===== src/rtl/seg_scan_ctrl.sv =====
// Time-multiplexed scan controller for a 4-digit seven-segment display.
// Walks the enabled digits, inserting an all-dark gap before each one to avoid ghosting.
module seg_scan_ctrl #(
    parameter int DWELL_CYCLES = 50000,
    parameter int BLANK_CYCLES = 16
) (
    input  logic       clk,
    input  logic       reset,
    input  logic       enable,
    input  logic [3:0] digit_en,
    input  logic [3:0] dp_in,
    output logic [1:0] sel,
    output logic [3:0] anode,
    output logic       dp,
    output logic       frame_done,
    output logic [1:0] dbg_state_o
);
    typedef enum logic [1:0] {
        S_IDLE  = 2'd0,
        S_BLANK = 2'd1,
        S_SHOW  = 2'd2
    } state_t;

    localparam int MAX_CYC = (DWELL_CYCLES > BLANK_CYCLES) ? DWELL_CYCLES : BLANK_CYCLES;
    localparam int CNT_W   = $clog2(MAX_CYC + 1);
    localparam logic [CNT_W-1:0] DWELL_LAST = CNT_W'(DWELL_CYCLES - 1);
    localparam logic [CNT_W-1:0] BLANK_LAST = CNT_W'((BLANK_CYCLES > 0) ? BLANK_CYCLES - 1 : 0);
    // Where a digit goes after its dwell: into the gap, or straight to the next digit.
    localparam state_t GAP_STATE = (BLANK_CYCLES > 0) ? S_BLANK : S_SHOW;

    state_t           state_q, state_d;
    logic [1:0]       sel_q, sel_d;
    logic [CNT_W-1:0] cnt_q, cnt_d;
    logic [3:0]       anode_q, anode_d;
    logic             dp_q, dp_d;
    logic             frame_q, frame_d;

    logic             run;
    logic             show_exit;
    logic [1:0]       nxt;

    function automatic logic [1:0] next_idx(input logic [1:0] s, input logic [3:0] en);
        logic [1:0] res;
        logic [1:0] idx;
        logic       found;
        res   = s;
        found = 1'b0;
        for (int k = 1; k < 4; k++) begin
            idx = s + 2'(k);
            if (!found && en[idx]) begin
                res   = idx;
                found = 1'b1;
            end
        end
        return res;
    endfunction

    function automatic logic [1:0] first_idx(input logic [3:0] en);
        logic [1:0] res;
        res = 2'd0;
        for (int i = 3; i >= 0; i--) begin
            if (en[i]) res = 2'(i);
        end
        return res;
    endfunction

    assign run       = enable && (digit_en != 4'd0);
    assign show_exit = !digit_en[sel_q] || (cnt_q == DWELL_LAST);
    assign nxt       = next_idx(sel_q, digit_en);

    always_ff @(posedge clk or posedge reset) begin
        if (reset) begin
            state_q <= S_IDLE;
            sel_q   <= 2'd0;
            cnt_q   <= '0;
            anode_q <= 4'b1111;
            dp_q    <= 1'b1;
            frame_q <= 1'b0;
        end else begin
            state_q <= state_d;
            sel_q   <= sel_d;
            cnt_q   <= cnt_d;
            anode_q <= anode_d;
            dp_q    <= dp_d;
            frame_q <= frame_d;
        end
    end

    always_comb begin
        state_d = state_q;
        if (!run) begin
            state_d = S_IDLE;
        end else begin
            case (state_q)
                S_IDLE:  state_d = GAP_STATE;
                S_BLANK: if (cnt_q == BLANK_LAST) state_d = S_SHOW;
                S_SHOW:  if (show_exit) state_d = GAP_STATE;
                default: state_d = S_IDLE;
            endcase
        end
    end

    // Outputs are registered from next-state values so they line up with the state they belong to.
    always_comb begin
        sel_d   = sel_q;
        cnt_d   = cnt_q;
        frame_d = 1'b0;
        if (!run) begin
            cnt_d = '0;
        end else begin
            case (state_q)
                S_IDLE: begin
                    sel_d = first_idx(digit_en);
                    cnt_d = '0;
                end
                S_BLANK: cnt_d = (cnt_q == BLANK_LAST) ? '0 : cnt_q + CNT_W'(1);
                S_SHOW: begin
                    if (show_exit) begin
                        sel_d   = nxt;
                        cnt_d   = '0;
                        frame_d = (nxt <= sel_q);
                    end else begin
                        cnt_d = cnt_q + CNT_W'(1);
                    end
                end
                default: cnt_d = '0;
            endcase
        end
        anode_d = (state_d == S_SHOW) ? ~(4'b0001 << sel_d) : 4'b1111;
        dp_d    = (state_d == S_SHOW) ? ~dp_in[sel_d] : 1'b1;
    end

    assign sel         = sel_q;
    assign anode       = anode_q;
    assign dp          = dp_q;
    assign frame_done  = frame_q;
    assign dbg_state_o = state_q;
endmodule

===== config.mk =====
export PLATFORM = sky130hd
export DESIGN_NAME = seg_scan_ctrl
export DESIGN_NICKNAME = d
export VERILOG_FILES = /design/src/rtl/seg_scan_ctrl.sv
export SDC_FILE = /design/constraint.sdc
export NUM_CORES = 1
export LEC_CHECK = 0
export ABC_CLOCK_PERIOD_IN_PS = 3450
export CAP_MARGIN = 10
export CORE_MARGIN = 2
export CORE_UTILIZATION = 28
export CTS_BUF_LIST = sky130_fd_sc_hd__clkbuf_8
export DETAILED_ROUTE_END_ITERATION = 10
export DONT_BUFFER_PORTS = 1
export PLACE_DENSITY = 0.48
export SLEW_MARGIN = 20
export SYNTH_ARGS = -nofsm -noshare
export SYNTH_HDL_FRONTEND = slang
export SYNTH_SLANG_ARGS = --single-unit

===== constraint.sdc =====
create_clock -name clk -period 3.45 [get_ports clk]
set_input_delay 0.69 -clock clk [delete_from_list [all_inputs] [get_ports clk]]
set_output_delay 0.69 -clock clk [all_outputs]
set_load 0.01 [all_outputs]

======== After elaboration in Yosys (flattened, before gate mapping) ========
Cells that the tools add are included.
Widths: inputs -> output; s select.
cells by class
  reductions and logical operators ........ 9
  equal/unequal tests ..................... 5
  magnitude comparators ................... 6
  add/sub/neg operators ................... 4
  bitwise operators ....................... 2
  shifts and indexed selects .............. 1
  mux-type cells .......................... 35
operators with widths
  operator               count
  $mux 16                3
  $pmux 16 s2            1
  $mux 2                 12
  $add 16x1->16 const B  1
  $eq 16x16->1 const B   1
  $eq 16x4->1 const B    1
  $lt 2x3->1 const B     5
  $mux 1                 11
  $bmux 1 s2             5
  $pmux 2 s3             1
  $add 2x2->2 const B    2
  $eq 2x2->1 const B     2
  $mux 4                 1
  $not 4->4              1
  $pmux 2 s2             1
  $reduce_bool 4->1      1
  $shl 1x2->4 const A    1
  $logic_and 1x1->1      3
  $logic_not 1->1        3
  $add 2x1->2 const B    1
  $eq 2x1->1 const B     1
  $le 2x2->1             1
  $logic_not 2->1        1
  $logic_or 1x1->1       1
  $not 1->1              1
storage, ports and cells
  output and inout port bits .............. 10
  flip-flop bits (word level) ............. 26
  word-level logic and storage cells ...... 68
  input port bits ......................... 11

======== Longest topological paths before layout ========
  word-level depth ........................ 17
  mapped depth ............................ 9

======== Least setup slack after synthesis ========
OpenSTA, ideal clock, no wires.
  kind .................................... input -> register
  start point ............................. input port digit_en[3]
  end point ............................... register dp_q, in the netlist dp
  setup time .............................. 0.068 ns
  path buffers ............................ 1
  cell stages on the path ................. 8
  arrival time ............................ 2.365 ns
  slack ................................... 1.017 ns
  cell sequence ........................... clkbuf_2 o41ai_2 nor2_1 o21ai_1 o21ai_1 a21oi_2 mux2_1 a2bb2oi_2
on the way
  longest elaborated chain between the ends .. 16
ends and longest elaborated chain
  item                              line  text
  start, declared                   10    input logic [3:0] digit_en,
  $bmux 1 s2                        50    if (!found && en[idx]) begin
  $mux 1 (not written as such)      50
  $mux 1                            50
  $logic_not 1->1                   50
  $logic_and 1x1->1                 50
  $mux 1                            50
  $logic_not 1->1                   50
  $logic_and 1x1->1                 50
  (+2 left out)                     n/a
  $pmux 2 s2                        111   case (state_q)
  $mux 2 (*)                        108   if (!run) begin
  via sel_d[1]                      32    logic [1:0] sel_q, sel_d;
  $bmux 1 s2 (*)                    130   dp_d = (state_d == S_SHOW) ? ~dp_in[sel_d] : 1'b1;
  $mux 1 (not written as such) (*)  130
  $not 1->1 (*)                     130
  $mux 1 (*)                        130
  via dp_d                          35    logic dp_q, dp_d;
  end signal, assigned              84    dp_q <= dp_d;
  end, declared                     35
Mark *: on every way through the listed nets, which the timed path passes. The rest lies on a longest branch. The select of a mux whose other input is x is not followed.

======== Worst setup path in the final report ========
  start point ............................. register cnt_q[4]
  end point ............................... register anode_q[1], in the netlist anode[1]
on the way
  longest elaborated chain between the ends .. 8
ends and longest elaborated chain
  item                    line  text
  start, declared         33    logic [CNT_W-1:0] cnt_q, cnt_d;
  start signal, assigned  82    cnt_q <= cnt_d;
  $eq 16x16->1            68    assign show_exit = !digit_en[sel_q] || (cnt_q == DWELL_LAST);
  $logic_or 1x1->1        68
  $mux 2                  118   if (show_exit) begin
  $pmux 2 s2              111
  $mux 2                  108
  $shl 1x2->4             129   anode_d = (state_d == S_SHOW) ? ~(4'b0001 << sel_d) : 4'b1111;
  $not 4->4               129
  $mux 4 (*)              129
  via anode_d[1]          34    logic [3:0] anode_q, anode_d;
  end signal, assigned    83    anode_q <= anode_d;
  end, declared           34
Mark *: on every way through the listed nets, which the timed path passes. The rest lies on a longest branch.

==> results.py <==
metrics = {
    "grt": {
        "grt_antenna_before_repair": 0,
        "gr-usage-met1_pct": 14.3,
        "grt_pass1_wl_mm": 5.41,
        "global_route.usage.total_pct": 10.8,
        "grt.met3_usage_pct": 2.09,
        "groute.layer.met2.usage_pct": 18.2,
        "number_of_global_route_vias_before_repair": 1137,
        "busiest_layer": "met2",
        "largest_net_degree_at_the_start_of_global_routing": 27,
        "remaining_global_route_overflow": 0,
    },
    "timing": {
        "slew-limit-headroom_pct": 38.8,
        "slew_viol_final": 0,
        "worst_hold_slack_ns": 0.386,
        "timing_worst_slew_pin_value_ns": 0.913,
        "skew_ns": 0.00280,
        "maxClockFrequency_mhz": 403,
        "finalSetupViolations": 0,
        "final-hold-violation-count": 0,
        "period_share_pct": 72.0,
        "timing.setup.tns_ns": 0,
        "rsz_0062_raised_after_global_routing": "no",
        "period_needed_ns": 2.48,
    },
    "setup_path": {
        "list_of_cells_traversed_by_the_critical_path": "or4_4 > nor3b_2 > a21boi_0 > o21ai_0 > nand4_1 > nand2b_1 > or2_1",
        "cp-end-kind": "flop",
        "worst_r2r_endpoint": "anode[1]",
        "slowest_stage": "or4_4",
        "timing_worst_setup_path_type": "reg2reg",
        "setup.worst_path.start_class": "flop",
        "timing.reg2reg.worst_path_depth": 7,
        "crit_fanout": 5,
        "r2r_setup_slack_ns": 0.97,
        "cp_data_required_time_ns": 3.66,
        "critPathLaunch": "cnt_q[4]",
        "worst_ep_arrival_time_ns": 2.69,
        "worst_r2r_startpoint": "cnt_q[4]",
        "critPathMaxStageDelay_ns": 0.59,
    },
    "synth": {
        "synthCells": 163,
        "synthesis.area_um2": 1530,
        "syn-mean-instance-area_um2": 9.40,
        "yosysTopAreaCellShare_pct": 34.3,
        "synthMostInstantiatedCell": "nor2_1",
        "syn_nets": 181,
        "synthTopCellsByCount": "nor2_1, dfrtp_1, inv_1, nand2_1",
        "synth_top_cells_by_area": "dfrtp_1, dfstp_2, nor2_1, ha_1, xor2_1",
        "yosys.area.top_type": "dfrtp_1",
        "ys_dominant_reg_cell": "dfrtp_1",
        "synth_enable_flop_cells": 0,
        "synth_seq_cells": 26,
        "postSynth.asyncResetShare_pct": 100,
        "yosysUniqueCellTypes": 44,
        "synth_seq_area_share_pct": 42.9,
        "ys.warnings.count": 0,
    },
    "placement": {
        "buffer_ports.inserted": 0,
        "hpwlAfterDp_mm": 2.34,
        "routabilityCongestion": 0.833,
    },
    "clocking": {
        "ctsHtreeMaxLevel": 1,
        "ctsLongestPathBuffers": 2,
        "cts-buffers-inserted": 3,
        "post_cts.repair.setup_buffers": 0,
        "numClockSinks": 26,
        "ctsResizeCount": 0,
        "clk_latency_ns": 0.27,
        "cts_root_buf": "clkbuf_8",
        "clkTransAtPathRegs_ns": 0.09,
        "cts_tree": "yes",
        "cts_hold_buf": 0,
    },
    "layout": {
        "fillcell_total": 555,
        "insertedDiodeCount": 0,
        "seqCellArea_um2": 657,
        "drive_gt1_share_pct": 10.4,
        "final_net_count": 183,
        "multiInputGateArea_um2": 812,
        "synthToLayoutAreaGrowth_pct": 9.23,
    },
    "routing": {
        "dr.pass1.iters": 4,
        "via_density_per_instance": 4.92,
        "drcViolationCount": 0,
        "dr.first_iter.drc_count": 68,
        "drt_wl_total_mm": 3.14,
        "drt-wirelength-per-cell_um": 13.4,
        "route.antenna.remaining_nets": 0,
        "routed-via-count": 1152,
    },
    "floorplan": {
        "floorplan.die.height_um": 78.0,
        "die_width_um": 78.0,
        "i_o_pins": 21,
        "rows": 26,
        "fp.dieArea_um2": 6080,
        "initial_core_util_pct": 29.4,
        "design.core.area_um2": 5200,
    },
    "flow_run": {
        "max_cap_violations": 0,
    },
    "power_and_ir_drop": {
        "power.leakage_uw": 0.000678,
        "internal_power_uw": 491,
        "swShare_pct": 23.0,
        "power_frac_comb_pct": 10.9,
        "power.ir.vdd_worst_mv": 0.120,
        "power_density_nw_per_um2": 381,
        "total_power_uw": 638,
        "clkPwrFrac_pct": 39.1,
        "power_frac_seq_pct": 50.0,
        "net-switching-power_uw": 147,
    },
    "worst_hold_path": {
        "hp-class": "in2async",
    },
    "run_status": {
        "outcome": "completed",
    },
}
[worst max path at each step]
stage | endpoint | slack [ns] | depth (start not counted)
after floorplan | dp | 1.02 | 8
after global placement | dp | 0.99 | 7
after detailed placement | dp | 0.91 | 7
after CTS | anode[1] | 0.96 | 7
after global routing | anode[1] | 0.81 | 7
final | anode[1] | 0.97 | 7
[final cells by class]
cell class | count | area share (%)
inverter | 12 | 2.69
sequential | 26 | 39.3
multi-input combinational | 122 | 48.5
clock inverter | 1 | 1.80
tap | 70 | 5.24
clock buffer | 3 | 2.47
[layout by cell type (no fill, tap or decap), types with 2 or more instances in the layout]
| cell | n |
|---|---|
| nor2_1 | 25 |
| dfrtp_1 | 21 |
| inv_1 | 11 |
| nand2_1 | 11 |
| nand3_1 | 8 |
| xor2_1 | 8 |
| a21oi_1 | 7 |
| ha_1 | 7 |
| and3_1 | 6 |
| xnor2_1 | 6 |
| dfstp_2 | 5 |
| o21ai_1 | 4 |
| nor3_1 | 4 |
| mux2i_1 | 3 |
| nand4_1 | 3 |
| o21ai_0 | 3 |
| clkbuf_8 | 3 |
| o22ai_1 | 2 |
| or3_1 | 2 |
[registers in the layout, summed over array words and instances, names as in the netlist]
name         flops
anode            4
frame_done       1
cnt_q           16
sel              2
dp               1
dbg_state_o      2
[power groups by stage]
stage	combinational, uW	clock (uW)	sequential, uW
after floorplan	60.3	0	321
after global placement	67.9	0	325
after detailed placement	69.1	0	325
after CTS	69.5	262	319
after global routing	77.9	271	320
final	69.3	250	319
[layer usage]
layer	share of wire [%]	vias to the layer above	routed length [um]
met2	48	22	1510
met4	0.57	0	18
met3	4.4	2	139
met1	47	559	1470
li1	-	569	-
met5	0	-	0
[critical path: cells and delay by family, from the launching register on]
family / cells / cell delay (ns)
simple gates: 5 / 1.58
flops: 1 / 0.45
compound gates: 2 / 0.38
[stage by stage]
stage,util (%),worst slack (ns),area [um2],cells
6_report,32.1,0.967,1670,234
5_1_grt,32.1,0.809,1670,234
4_1_cts,32.1,0.961,1670,234
3_5_place_dp,30.8,0.912,1600,230
3_3_place_gp,30.8,0.987,1600,230
2_1_floorplan,-,1.02,1530,163
[cells by family after synthesis]
family | share of synthesized area (%)
xor gates and xnor gates | 8.01
AOI/OAI and AO/OA | 12.8
buffers and inverters | 4.08
muxes | 3.43
adders and majority gates | 5.72
and+or+nand+nor | 23.0
DFF | 42.9
No activity file was read; power rests on OpenSTA's default activity.
